`src/rtl/conbus_pkg.sv`:
```
// Shared definitions for the Wishbone interconnect scheduler: CTI codes, FSM states and
// the transfer-boundary test used to decide when ownership may rotate.
package conbus_pkg;

   localparam logic [2:0] CTI_CLASSIC = 3'b000;
   localparam logic [2:0] CTI_CONST   = 3'b001;
   localparam logic [2:0] CTI_INCR    = 3'b010;
   localparam logic [2:0] CTI_EOB     = 3'b111;

   typedef enum logic [1:0] {S_IDLE, S_OWNED, S_ABORT} state_e;

   // A completed beat that ends a transaction: classic cycle or last beat of a burst.
   function automatic logic is_boundary(input logic [2:0] cti);
      return (cti == CTI_CLASSIC) || (cti == CTI_EOB);
   endfunction

endpackage

```
`src/rtl/conbus_sched_if.sv`:
```
// Arbiter-side view of the shared master bus: requests and handshake in, grant and status out.
interface conbus_sched_if #(
   parameter int unsigned N_MASTERS = 2
);
   localparam int unsigned IW = $clog2(N_MASTERS);

   logic [N_MASTERS-1:0] req;
   logic                 i_stb;
   logic [2:0]           i_cti;
   logic                 i_ack;
   logic [N_MASTERS-1:0] gnt;
   logic [IW-1:0]        gnt_idx;
   logic                 bus_err;
   logic                 busy;

   modport master (
      output req, i_stb, i_cti, i_ack,
      input  gnt, gnt_idx, bus_err, busy
   );

   modport slave (
      input  req, i_stb, i_cti, i_ack,
      output gnt, gnt_idx, bus_err, busy
   );
endinterface

```
`src/rtl/conbus_rr_pick.sv`:
```
// Combinational round-robin picker: first requester after last_idx, wrapping, so the
// previous winner is chosen only when it is the sole requester.
module conbus_rr_pick #(
   parameter int unsigned N = 2
) (
   input  logic [N-1:0]         req,
   input  logic [$clog2(N)-1:0] last_idx,
   output logic [$clog2(N)-1:0] pick_idx,
   output logic                 pick_valid
);
   localparam int unsigned IW = $clog2(N);

   int unsigned   cand;
   logic [IW-1:0] cand_idx;

   always_comb begin
      pick_valid = 1'b0;
      pick_idx   = last_idx;
      cand       = 0;
      cand_idx   = '0;
      for (int unsigned off = 1; off <= N; off++) begin
         cand     = (32'(last_idx) + off) % N;
         cand_idx = IW'(cand);
         if (!pick_valid && req[cand_idx]) begin
            pick_valid = 1'b1;
            pick_idx   = cand_idx;
         end
      end
   end

endmodule

```
`src/rtl/conbus_sched.sv`:
```
// Registered round-robin arbiter with a per-owner transfer quantum and a bus watchdog that
// aborts a transfer with a one-cycle error pulse when no slave acknowledges.
module conbus_sched
   import conbus_pkg::*;
#(
   parameter int unsigned N_MASTERS = 2,
   parameter int unsigned MAX_HOLD  = 16,
   parameter int unsigned TIMEOUT   = 255
) (
   input logic           sys_clk,
   input logic           sys_rst,
   conbus_sched_if.slave bus
);
   localparam int unsigned IW     = $clog2(N_MASTERS);
   localparam logic [7:0]  QMax   = 8'(MAX_HOLD);
   localparam logic [15:0] WdLast = 16'(TIMEOUT - 1);

   state_e               state_q, state_d;
   logic [IW-1:0]        idx_q, idx_d;
   logic [N_MASTERS-1:0] gnt_q, gnt_d;
   logic                 err_q, err_d;
   logic                 busy_q, busy_d;
   logic [7:0]           qcnt_q, qcnt_d, qnext;
   logic [15:0]          wdog_q, wdog_d;

   logic [IW-1:0]        pick_idx;
   logic                 pick_valid;
   logic [N_MASTERS-1:0] owner_mask;
   logic                 owner_req, others, complete, boundary;

   conbus_rr_pick #(
      .N (N_MASTERS)
   ) u_pick (
      .req        (bus.req),
      .last_idx   (idx_q),
      .pick_idx   (pick_idx),
      .pick_valid (pick_valid)
   );

   always_comb begin
      owner_mask        = '0;
      owner_mask[idx_q] = 1'b1;
      owner_req         = bus.req[idx_q];
      others            = |(bus.req & ~owner_mask);
      complete          = bus.i_stb & bus.i_ack;
      boundary          = complete & is_boundary(bus.i_cti);
      qnext             = qcnt_q;
      if (complete && (qcnt_q < QMax)) qnext = qcnt_q + 8'd1;
   end

   always_comb begin
      state_d = state_q;
      idx_d   = idx_q;
      qcnt_d  = qcnt_q;
      wdog_d  = wdog_q;
      err_d   = 1'b0;
      case (state_q)
         S_IDLE: begin
            qcnt_d = '0;
            wdog_d = '0;
            if (pick_valid) begin
               idx_d   = pick_idx;
               state_d = S_OWNED;
            end
         end
         S_OWNED: begin
            if (!owner_req) begin
               qcnt_d = '0;
               wdog_d = '0;
               if (others) idx_d = pick_idx;
               else        state_d = S_IDLE;
            end else if (boundary && (qnext >= QMax) && others) begin
               idx_d  = pick_idx;
               qcnt_d = '0;
               wdog_d = '0;
            end else begin
               qcnt_d = qnext;
               // An ack on the threshold cycle is a completion, not a timeout.
               if (bus.i_stb && !bus.i_ack) begin
                  if (wdog_q == WdLast) begin
                     state_d = S_ABORT;
                     err_d   = 1'b1;
                     wdog_d  = '0;
                  end else begin
                     wdog_d = wdog_q + 16'd1;
                  end
               end else begin
                  wdog_d = '0;
               end
            end
         end
         S_ABORT: begin
            wdog_d  = '0;
            state_d = owner_req ? S_OWNED : S_IDLE;
         end
         default: state_d = S_IDLE;
      endcase
      gnt_d        = '0;
      gnt_d[idx_d] = 1'b1;
      busy_d       = (state_d != S_IDLE);
   end

   always_ff @(posedge sys_clk) begin
      if (sys_rst) begin
         state_q <= S_IDLE;
         idx_q   <= '0;
         gnt_q   <= N_MASTERS'(1);
         err_q   <= 1'b0;
         busy_q  <= 1'b0;
         qcnt_q  <= '0;
         wdog_q  <= '0;
      end else begin
         state_q <= state_d;
         idx_q   <= idx_d;
         gnt_q   <= gnt_d;
         err_q   <= err_d;
         busy_q  <= busy_d;
         qcnt_q  <= qcnt_d;
         wdog_q  <= wdog_d;
      end
   end

   assign bus.gnt     = gnt_q;
   assign bus.gnt_idx = idx_q;
   assign bus.bus_err = err_q;
   assign bus.busy    = busy_q;

endmodule

```
`src/flat_wrapper.sv`:
```
// flat-port wrapper written by rule: the top's interface ports become plain ports
module conbus_sched_flat import conbus_pkg::*;
#(
   parameter int unsigned N_MASTERS = 2,
   parameter int unsigned MAX_HOLD  = 16,
   parameter int unsigned TIMEOUT   = 255
)
  (sys_clk, sys_rst, bus_req, bus_i_stb, bus_i_cti, bus_i_ack, bus_gnt, bus_gnt_idx, bus_bus_err, bus_busy);
  conbus_sched_if #(.N_MASTERS(N_MASTERS)) bus_i ();
  input logic sys_clk;
  input logic sys_rst;
  input wire logic [$bits(bus_i.req)-1:0] bus_req;
  input wire logic [$bits(bus_i.i_stb)-1:0] bus_i_stb;
  input wire logic [$bits(bus_i.i_cti)-1:0] bus_i_cti;
  input wire logic [$bits(bus_i.i_ack)-1:0] bus_i_ack;
  output wire logic [$bits(bus_i.gnt)-1:0] bus_gnt;
  output wire logic [$bits(bus_i.gnt_idx)-1:0] bus_gnt_idx;
  output wire logic [$bits(bus_i.bus_err)-1:0] bus_bus_err;
  output wire logic [$bits(bus_i.busy)-1:0] bus_busy;
  assign bus_i.req = bus_req;
  assign bus_i.i_stb = bus_i_stb;
  assign bus_i.i_cti = bus_i_cti;
  assign bus_i.i_ack = bus_i_ack;
  assign bus_gnt = bus_i.gnt;
  assign bus_gnt_idx = bus_i.gnt_idx;
  assign bus_bus_err = bus_i.bus_err;
  assign bus_busy = bus_i.busy;
  conbus_sched #(.N_MASTERS(N_MASTERS), .MAX_HOLD(MAX_HOLD), .TIMEOUT(TIMEOUT)) u_core (.sys_clk(sys_clk), .sys_rst(sys_rst), .bus(bus_i));
endmodule
```
`config.mk`:
```
export PLATFORM = sky130hd
export DESIGN_NAME = conbus_sched_flat
export DESIGN_NICKNAME = d
export VERILOG_FILES = /design/src/rtl/conbus_pkg.sv /design/src/rtl/conbus_sched_if.sv /design/src/rtl/conbus_rr_pick.sv /design/src/rtl/conbus_sched.sv /design/src/flat_wrapper.sv
export SDC_FILE = /design/constraint.sdc
export NUM_CORES = 1
export LEC_CHECK = 0
export ABC_AREA = 1
export CORE_ASPECT_RATIO = 0.9
export CORE_UTILIZATION = 51
export CTS_BUF_LIST = sky130_fd_sc_hd__clkbuf_16
export DETAILED_ROUTE_END_ITERATION = 8
export PLACE_DENSITY = 0.74
export SLEW_MARGIN = 20
export SYNTH_ARGS = -nofsm -noshare
export SYNTH_HDL_FRONTEND = slang
export SYNTH_SLANG_ARGS = --single-unit
export TNS_END_PERCENT = 50
```
`constraint.sdc`:
```
create_clock -name sys_clk -period 1.4 [get_ports sys_clk]
set_clock_uncertainty 0.1 [all_clocks]
set_input_delay 0.42 -clock sys_clk [delete_from_list [all_inputs] [get_ports sys_clk]]
set_output_delay 0.42 -clock sys_clk [all_outputs]
set_load 0.01 [all_outputs]
```
==> run_results.csv, run 1 <==
group,metric,value,unit
run_status,outcome,"finished, violations left",
run_status,violations,"negative setup slack",
floorplan,core,3140,sq um
detailed_routing,drtIter0Drc,424,
worst_setup_path,cp_common_cell,"nand2_1",
grt,antenna_found_initial,1,
sta,finalHoldViolations,0,
finish,multi_input_area,1240,sq um
grt,grt_max_degree,13,
synth,syn_inst,246,
synth,synth-seq-cells,30,
worst_setup_path,endpoint_kind,"register",
power_and_ir_drop,clockPowerShare,0.454,
finish,fill_cells,127,
power_and_ir_drop,ir_drop,0.00114,V
hold_path,min-delay-start,"u_core.qcnt_q[7]",
worst_setup_path,cp_cell_sequence,"inv_1, nand3_4, nor3_4, nand3_1, o211ai_1, nand2_1, nand2_1, nand2_1",
grt,grt_overflow,0,
clocking,cts_hold_buf,0,
worst_setup_path,rrSetupSlack,-0.41,ns
sta,timing.final.max_slew_violations,0,
detailed_routing,dr_total_vias,2349,
sta,rsz0062_at_grt,"true",
synth,syn-cell-area,1720,sq um
sta,finalSetupViolCount,30,
clocking,root_buffer,"clkbuf_16",
worst_setup_path,rr_endpoint,"u_core.bus.busy",
sta,max_freq,553,MHz
synth,yosys.cell_types.count,30,
floorplan,start_util,0.547,
synth,synth.top_cell.area_share,0.350,
power_and_ir_drop,p_per_area,801,nW/um^2
clocking,tritoncts,"built",
synth,syn_area_per_cell,6.97,sq um
placed_design,place_congestion,0.856,
synth,yosys.cell_count.top_type,"nand2_1",
sta,maxSlewHeadroom,0.736,
worst_setup_path,timing.rr.start,"u_core.wdog_q[9]",
finish,final_area,2850,sq um
synth,synth_edf_count,0,
floorplan,die_area,3600,sq um
detailed_routing,routed_via_density,6.31,
finish,drive_gt1_frac,0.483,
finish,seq_area,617,sq um
detailed_routing,wl,8570,microns
power_and_ir_drop,internal_power,1660,uW
sta,finalWorstSetupSlack,-0.408,ns
synth,synth.largest_area_cell,"dfxtp_1",
hold_path,worstHoldEndpoint,"u_core.qcnt_q[7]",
job,maxCapViolCount,0,
worst_setup_path,critPathKind,"reg2reg",
grt,grt_pass1_vias,2053,
floorplan,die_h,57.0,microns
detailed_routing,firstDrtPassIters,8,
clocking,clock_latency,0.28,ns
synth,synth_seq_area_share,0.350,
placed_design,numPortBuffers,13,
detailed_routing,post_drt_wl_per_cell,23.0,microns
power_and_ir_drop,swShare,0.274,
power_and_ir_drop,switchingPower,626,uW
worst_setup_path,path_max_fanout,4,
grt,track_usage,0.377,
sta,post-route-period-util,1.29,
floorplan,die_x,63.1,microns
placed_design,place_area,2240,sq um
hold_path,hold_depth,2,
worst_setup_path,cpPeakStageDelay,0.37,ns
floorplan,num_rows,19,
synth,yosys-top-cells-count,"51 x nand2_1, 30 x dfxtp_1, 30 x inv_1, 26 x nor2_1, 24 x a21oi_1",
detailed_routing,drc_errors,0,
clocking,cts_sinks,30,
synth,synth.area.top_cells,"dfxtp_1 35%, nand2_1 11%, a21oi_1 7.0%",
synth,synthArstFlopShare,0,
power_and_ir_drop,leakage,0.00124,uW
worst_setup_path,cp.arrival,1.87,ns
worst_setup_path,startpoint_type,"register",
synth,ys.flop_type,"dfxtp_1",
synth,ys_warn_count,0,
grt,grt_first_pass_wirelength,10100,microns
clocking,clockBufferDepth,2,
worst_setup_path,cp_slowest_cell,"dfxtp_1",
worst_setup_path,rr_worst_depth,8,
clocking,h-tree-depth,2,
detailed_routing,ant_nets,0,
floorplan,ios,14,
power_and_ir_drop,comb_power_share,0.154,
placed_design,hpwl,3190,microns
hold_path,hp-class,"reg2reg",
sta,worstMarginPinSlew,0.396,ns
sta,fin_tns_setup,-7.01,ns
finish,final_nets,340,
power_and_ir_drop,p_seq_frac,0.391,
worst_setup_path,critPathRequiredTime,1.46,ns
clocking,path_clk_slew,0.05,ns
sta,fin_crit,1.81,ns
clocking,cts_buffers,5,
finish,area_growth,66.4,%
synth,syn_nets,258,
sta,fin_hold_ws,0.378,ns
==> critical path: cells and delay by family (launching register included) <==
family	cells	cell delay, ns
compound gates	1	0.16
buf+inv	1	0.17
flops	1	0.37
simple gates	6	0.89
==> layer usage <==
layer  up-vias  part of all wire  track usage  routed length, microns
li1        953                 -            -                       -
met1      1092              0.36        0.423                    3050
met2       230              0.45        0.636                    3900
met3        74              0.11        0.116                     946
met4         0             0.079        0.213                     678
met5         -                 0            0                       0
==> state kept, by name, indices dropped and copies added, names as in the netlist <==
signal / flops
u_core.qcnt_q: 8
u_core.bus.bus_err: 1
u_core.wdog_q: 16
u_core.bus.busy: 1
u_core.state_q: 2
u_core.bus.gnt: 2
==> per-stage QoR <==
| step | util | setup WS (ns) | total power [uW] | instances |
|---|---|---|---|---|
| after floorplan | - | 0.00314 | 1030 | 246 |
| after detailed placement | 0.715 | -0.646 | 1170 | 342 |
| final | 0.909 | -0.408 | 2290 | 372 |
| after CTS | 0.829 | -0.190 | 2170 | 359 |
| after global routing | 0.909 | -0.474 | 2310 | 372 |
| after global placement | 0.715 | -0.570 | 1160 | 342 |
==> power by group through the flow <==
stage,clock (uW),combinational (uW),sequential (uW)
after floorplan,0,120,913
after global placement,0,255,907
after detailed placement,0,260,907
after CTS,1000,271,892
after global routing,1060,361,896
final,1040,353,895
==> worst max path at each step <==
stage | cells past startpoint | endpoint | from
after floorplan | 9 | u_core.wdog_q[6] | u_core.wdog_q[0]
after global placement | 7 | u_core.bus.gnt[1] | bus_req[0]
after detailed placement | 7 | u_core.bus.gnt[1] | bus_req[0]
after CTS | 10 | u_core.wdog_q[1] | u_core.bus.gnt[1]
after global routing | 6 | u_core.wdog_q[13] | u_core.wdog_q[10]
final | 8 | u_core.bus.busy | u_core.wdog_q[9]
==> logic make-up after synthesis <==
kind of cell | Yosys count | share of synthesized area
AOI/OAI and AO/OA | 37 | 0.121
xor gates and xnor gates | 12 | 0.0613
adders and majority gates | 3 | 0.0219
and+or+nand+nor | 125 | 0.354
buffers and inverters | 39 | 0.0919
DFF | 30 | 0.350
==> what timing repair did <==
action,4_1_cts,5_1_grt
pin swaps,20,28
buffers inserted,9,15
setup endpoints to repair,35,33
gates cloned,0,0
resized for setup,56,56
==> layout make-up <==
class,instances,share of cell area
diodes,1,0.000877
repair buffers,81,0.233
flip-flops and latches,30,0.216
clock buffers,5,0.0438
clock inverters,3,0.00395
well taps,42,0.0184
inverters,33,0.0478
multi-input cells,177,0.436
==> cell usage in the layout (no fill, tap or decap), types with 6 or more instances in the layout <==
| master | netlist | layout |
|---|---|---|
| nor2_4 | 4 | 6 |
| a21oi_1 | 24 | 14 |
| nand3_1 | 18 | 9 |
| nor2_1 | 26 | 22 |
| buf_4 | 3 | 59 |
| a21oi_2 | 1 | 11 |
| nor3_1 | 7 | 6 |
| nand2_1 | 51 | 41 |
| buf_6 | 0 | 7 |
| inv_1 | 30 | 25 |
| dfxtp_2 | 0 | 7 |
| xor2_1 | 9 | 7 |
| dfxtp_1 | 30 | 21 |
| nand2_2 | 4 | 12 |
| nand3_2 | 2 | 7 |
Note: power is estimated with default switching activity, not from simulation.
==> inputs of run 2 (changes only) <==
CORE_MARGIN = 3   (was unset)
==> run_results.csv, run 2 (synthesis results as in run 1) <==
group,metric,value,unit
grt,grtUsageMet1,0.315,
finish,final_common_cell,"buf_4",
floorplan,die_x,67.1,microns
finish,instances_no_fill,353,
sta,post-route-period-util,1.24,
floorplan,num_rows,19,
clocking,tritoncts,"built",
clocking,cts_buffers,5,
floorplan,core,3140,sq um
sta,finalSetupViolCount,30,
finish,largest_reg_flops,16,
grt,track_usage,0.257,
grt,grt_overflow,0,
grt,grt_max_degree,22,
placed_design,place_congestion,0.887,
clocking,root_buffer,"clkbuf_16",
finish,area_growth,57.0,%
worst_setup_path,critPathKind,"reg2reg",
sta,finalHoldViolations,0,
job,maxCapViolCount,0,
clocking,h-tree-depth,2,
grt,antenna_found_initial,0,
sta,worstMarginPinSlew,0.389,ns
grt,grt_util_met2,0.431,
sta,fin_hold_ws,0.377,ns
grt,met3_usage,0.0584,
detailed_routing,wl,6910,microns
clocking,clockBufferDepth,2,
worst_setup_path,critPathRequiredTime,1.52,ns
detailed_routing,routed_via_density,5.97,
worst_setup_path,endpoint_kind,"register",
sta,fin_crit,1.73,ns
finish,fin_util,0.858,
floorplan,die_area,4100,sq um
worst_setup_path,path_max_fanout,3,
finish,drive_gt1_frac,0.434,
worst_setup_path,cp.arrival,1.85,ns
clocking,clock_latency,0.28,ns
sta,timing.final.max_slew_violations,0,
power_and_ir_drop,leakage,0.00111,uW
grt,grt_pass1_vias,1794,
placed_design,numPortBuffers,13,
floorplan,die_h,61.0,microns
finish,top_regs,"u_core.wdog_q: 16 flops, u_core.qcnt_q: 8 flops",
detailed_routing,drtIter0Drc,303,
power_and_ir_drop,ir_drop,0.000853,V
sta,rsz0062_at_grt,"true",
grt,grt_first_pass_wirelength,7820,microns
worst_setup_path,rr_worst_depth,10,
detailed_routing,drc_errors,0,
power_and_ir_drop,p_per_area,862,nW/um^2
detailed_routing,post_drt_wl_per_cell,19.6,microns
finish,layout_common_cells,"42 x buf_4, 41 x nand2_1, 26 x inv_1, 23 x dfxtp_1, 21 x nor2_1",
clocking,path_clk_slew,0.05,ns
floorplan,ios,14,
finish,antenna_cells,0,
run_status,violations,"negative setup slack",
sta,maxSlewHeadroom,0.739,
sta,finalWorstSetupSlack,-0.331,ns
floorplan,start_util,0.547,
placed_design,dp.cells,333,
finish,final_nets,322,
hold_path,hp-class,"reg2reg",
hold_path,hold_depth,2,
detailed_routing,dr_total_vias,2107,
detailed_routing,firstDrtPassIters,5,
power_and_ir_drop,finalPower,2320,uW
worst_setup_path,rrSetupSlack,-0.33,ns
sta,max_freq,578,MHz
clocking,cts_sinks,30,
finish,regMostFlops,"u_core.wdog_q",
run_status,outcome,"finished, violations left",
grt,busiest_layer,"met2",
detailed_routing,ant_nets,0,
worst_setup_path,startpoint_type,"register",
placed_design,hpwl,2950,microns
[run 2: per-stage QoR]
step                area [sq um]  setup slack, ns  setup TNS, ns
floorplan                   1740          0.00314              0
global placement            2190           -0.570         -14.15
detailed placement          2190           -0.622         -15.13
CTS                         2560           -0.172          -1.56
global route                2690           -0.361          -6.37
finish                      2690           -0.331          -5.85
[run 2: cell type report]
cell class,instances,area (sq um)
Inverter,33,139
Clock inverter,3,16.3
Timing Repair Buffer,61,503
Timing Repair inverter,1,8.76
Fill cell,157,444
Tap cell,42,52.6
Multi-Input combinational cell,178,1230
Sequential cell,30,614
Clock buffer,5,125
[run 2: path summary, 6_finish.rpt]
| kind | startpoint | to |
|---|---|---|
| setup reg to reg | u_core.wdog_q[1] | u_core.wdog_q[10] |
| hold reg to reg | u_core.qcnt_q[5] | u_core.qcnt_q[5] |
| hold / removal | u_core.qcnt_q[5] | u_core.qcnt_q[5] |
| setup / recovery | u_core.wdog_q[1] | u_core.wdog_q[10] |
[run 2: layer usage]
layer | wire, microns | vias to the layer above
met4 | 317 | 0
met1 | 2490 | 966
met3 | 807 | 42
li1 | - | 920
met5 | 0 | -
met2 | 3300 | 179
[run 2: repair_timing]
item	4_1_cts	5_1_grt
setup buffers	5	5
hold buffers	0	0
hold endpoints to repair	0	0
cloned	2	0
setup endpoints to repair	35	31
pin swaps	21	16
gates resized for setup	71	29
[run 2: critical path, stage by stage (launching register included)]
cell and delay, ns:
dfxtp_4 0.37, buf_6 0.10, ha_4 0.15, inv_4 0.04
nor2_4 0.11, nand2_4 0.08, nor3_1 0.32, o21ai_2 0.12
nor2_1 0.10, a21oi_1 0.07, nor2_1 0.10
[run 2: power breakdown]
| group | leakage, uW | total (uW) | internal (uW) | switching [uW] |
|---|---|---|---|---|
| logic | 0.000793 | 367 | 146 | 221 |
| clock network | 0.0000672 | 1060 | 648 | 410 |
| registers | 0.000247 | 897 | 875 | 22.0 |
| total | 0.00111 | 2320 | 1670 | 653 |
==> inputs of run 3 (changes only) <==
SKIP_CTS_REPAIR_TIMING = 1   (was unset)
==> run_results.csv, run 3 (synthesis results as in run 1) <==
group,metric,value,unit
finish,largest_reg_flops,16,
floorplan,start_util,0.547,
detailed_routing,drc_errors,0,
grt,grt_overflow,0,
finish,final_area,2630,sq um
finish,area_growth,53.0,%
detailed_routing,routed_via_density,5.39,
worst_setup_path,startpoint_type,"register",
sta,timing.final.max_slew_violations,0,
finish,drive_gt1_frac,0.377,
sta,finalSetupViolCount,31,
detailed_routing,wl,5350,microns
sta,worstMarginPinSlew,0.263,ns
sta,rsz0062_at_grt,"true",
clocking,h-tree-depth,2,
hold_path,hp-class,"reg2reg",
placed_design,place_congestion,0.887,
placed_design,numPortBuffers,13,
detailed_routing,post_drt_wl_per_cell,15.4,microns
power_and_ir_drop,leakage,0.00118,uW
clocking,cts_sinks,30,
placed_design,hpwl,2950,microns
worst_setup_path,path_max_fanout,3,
finish,final_common_cell,"nand2_1",
grt,antenna_found_initial,0,
clocking,path_clk_slew,0.05,ns
sta,finalHoldViolations,0,
run_status,violations,"negative setup slack",
finish,top_regs,"u_core.wdog_q: 16 flops, u_core.qcnt_q: 8 flops",
floorplan,die_x,67.1,microns
clocking,root_buffer,"clkbuf_16",
run_status,outcome,"finished, violations left",
placed_design,place_area,2190,sq um
sta,max_freq,622,MHz
finish,regMostFlops,"u_core.wdog_q",
sta,fin_tns_setup,-3.79,ns
finish,fill_cells,167,
floorplan,ios,14,
finish,final_nets,316,
floorplan,die_h,61.0,microns
detailed_routing,ant_nets,0,
floorplan,die_area,4100,sq um
finish,antenna_cells,0,
job,maxCapViolCount,0,
detailed_routing,dr_total_vias,1872,
power_and_ir_drop,p_per_area,865,nW/um^2
sta,fin_crit,1.61,ns
grt,grt_first_pass_wirelength,6640,microns
detailed_routing,firstDrtPassIters,4,
worst_setup_path,critPathRequiredTime,1.47,ns
worst_setup_path,critPathKind,"reg2reg",
grt,grt_max_degree,22,
clocking,clockBufferDepth,2,
sta,maxSlewHeadroom,0.823,
floorplan,core,3140,sq um
worst_setup_path,cp.arrival,1.68,ns
clocking,clock_latency,0.28,ns
power_and_ir_drop,ir_drop,0.000970,V
grt,track_usage,0.218,
sta,finalWorstSetupSlack,-0.207,ns
detailed_routing,drtIter0Drc,166,
grt,grt_pass1_vias,1547,
finish,layout_common_cells,"44 x nand2_1, 38 x buf_4, 27 x inv_1, 24 x dfxtp_1, 22 x nor2_1",
floorplan,num_rows,19,
clocking,cts_buffers,5,
clocking,tritoncts,"built",
sta,post-route-period-util,1.15,
worst_setup_path,endpoint_kind,"register",
finish,fin_util,0.837,
[run 3: changes by cell type in the layout (fill, tap and decap cells not counted), moves of 2 or more]
cell            delta
dlymetal6s2s_1    +12
buf_6              -2
nand2_1            +3
dfxtp_2            -2
buf_2              -2
a21oi_4            -2
dlygate4sd2_1      -8
buf_4              -4
nand3_1            +2
nand2_2            -4
[run 3: where the power goes]
part           total [uW]  internal (uW)  switching (uW)
Combinational         325            147             179
Sequential            886            873            13.0
Clock                1060            648             409
Total                2270           1670             601
[run 3: final cells by class]
class	count	area, sq um	share of cell area
clock inverter	3	16.3	0.00620
sequential	30	616	0.235
clock buffer	5	125	0.0477
timing repair buffer	55	499	0.190
tap	42	52.6	0.0200
inverter	33	136	0.0520
multi-input combinational	178	1170	0.447
timing repair inverter	1	6.26	0.00238
[run 3: path summary, 6_finish.rpt]
check	slack, ns	end	from	cells past startpoint
hold / removal	0.36	u_core.qcnt_q[5]	u_core.qcnt_q[5]	2
hold reg to reg	0.36	u_core.qcnt_q[5]	u_core.qcnt_q[5]	2
setup reg to reg	-0.21	u_core.wdog_q[12]	u_core.wdog_q[0]	11
setup / recovery	-0.21	u_core.wdog_q[12]	u_core.wdog_q[0]	11
[run 3: critical path: stages (launching register included)]
cell and delay [ns]:
dfxtp_4 0.36, buf_4 0.11, ha_4 0.14, inv_2 0.05, nor2_4 0.11, nand2_4 0.08, nor2_4 0.12, nand3_2 0.09
xor2_2 0.15, nor2_2 0.04, nor2_1 0.10, nor2_1 0.05
[run 3: per-stage QoR]
stage          cells  hold WS, ns  setup slack, ns  power [uW]
6_report         347        0.356           -0.207        2270
3_5_place_dp     333        0.336           -0.622        1160
5_1_grt          347        0.390           -0.292        2330
4_1_cts          341        0.345           -0.345        2180
3_3_place_gp     333        0.329           -0.570        1150
2_1_floorplan    246        0.321          0.00314        1030
[run 3: layer usage]
metal | part of all wire | global-route usage | wire length (microns)
met3 | 0.051 | 0.0474 | 273
met4 | 0.025 | 0.104 | 133
met5 | 0 | 0 | 0
met2 | 0.50 | 0.335 | 2660
met1 | 0.43 | 0.293 | 2280
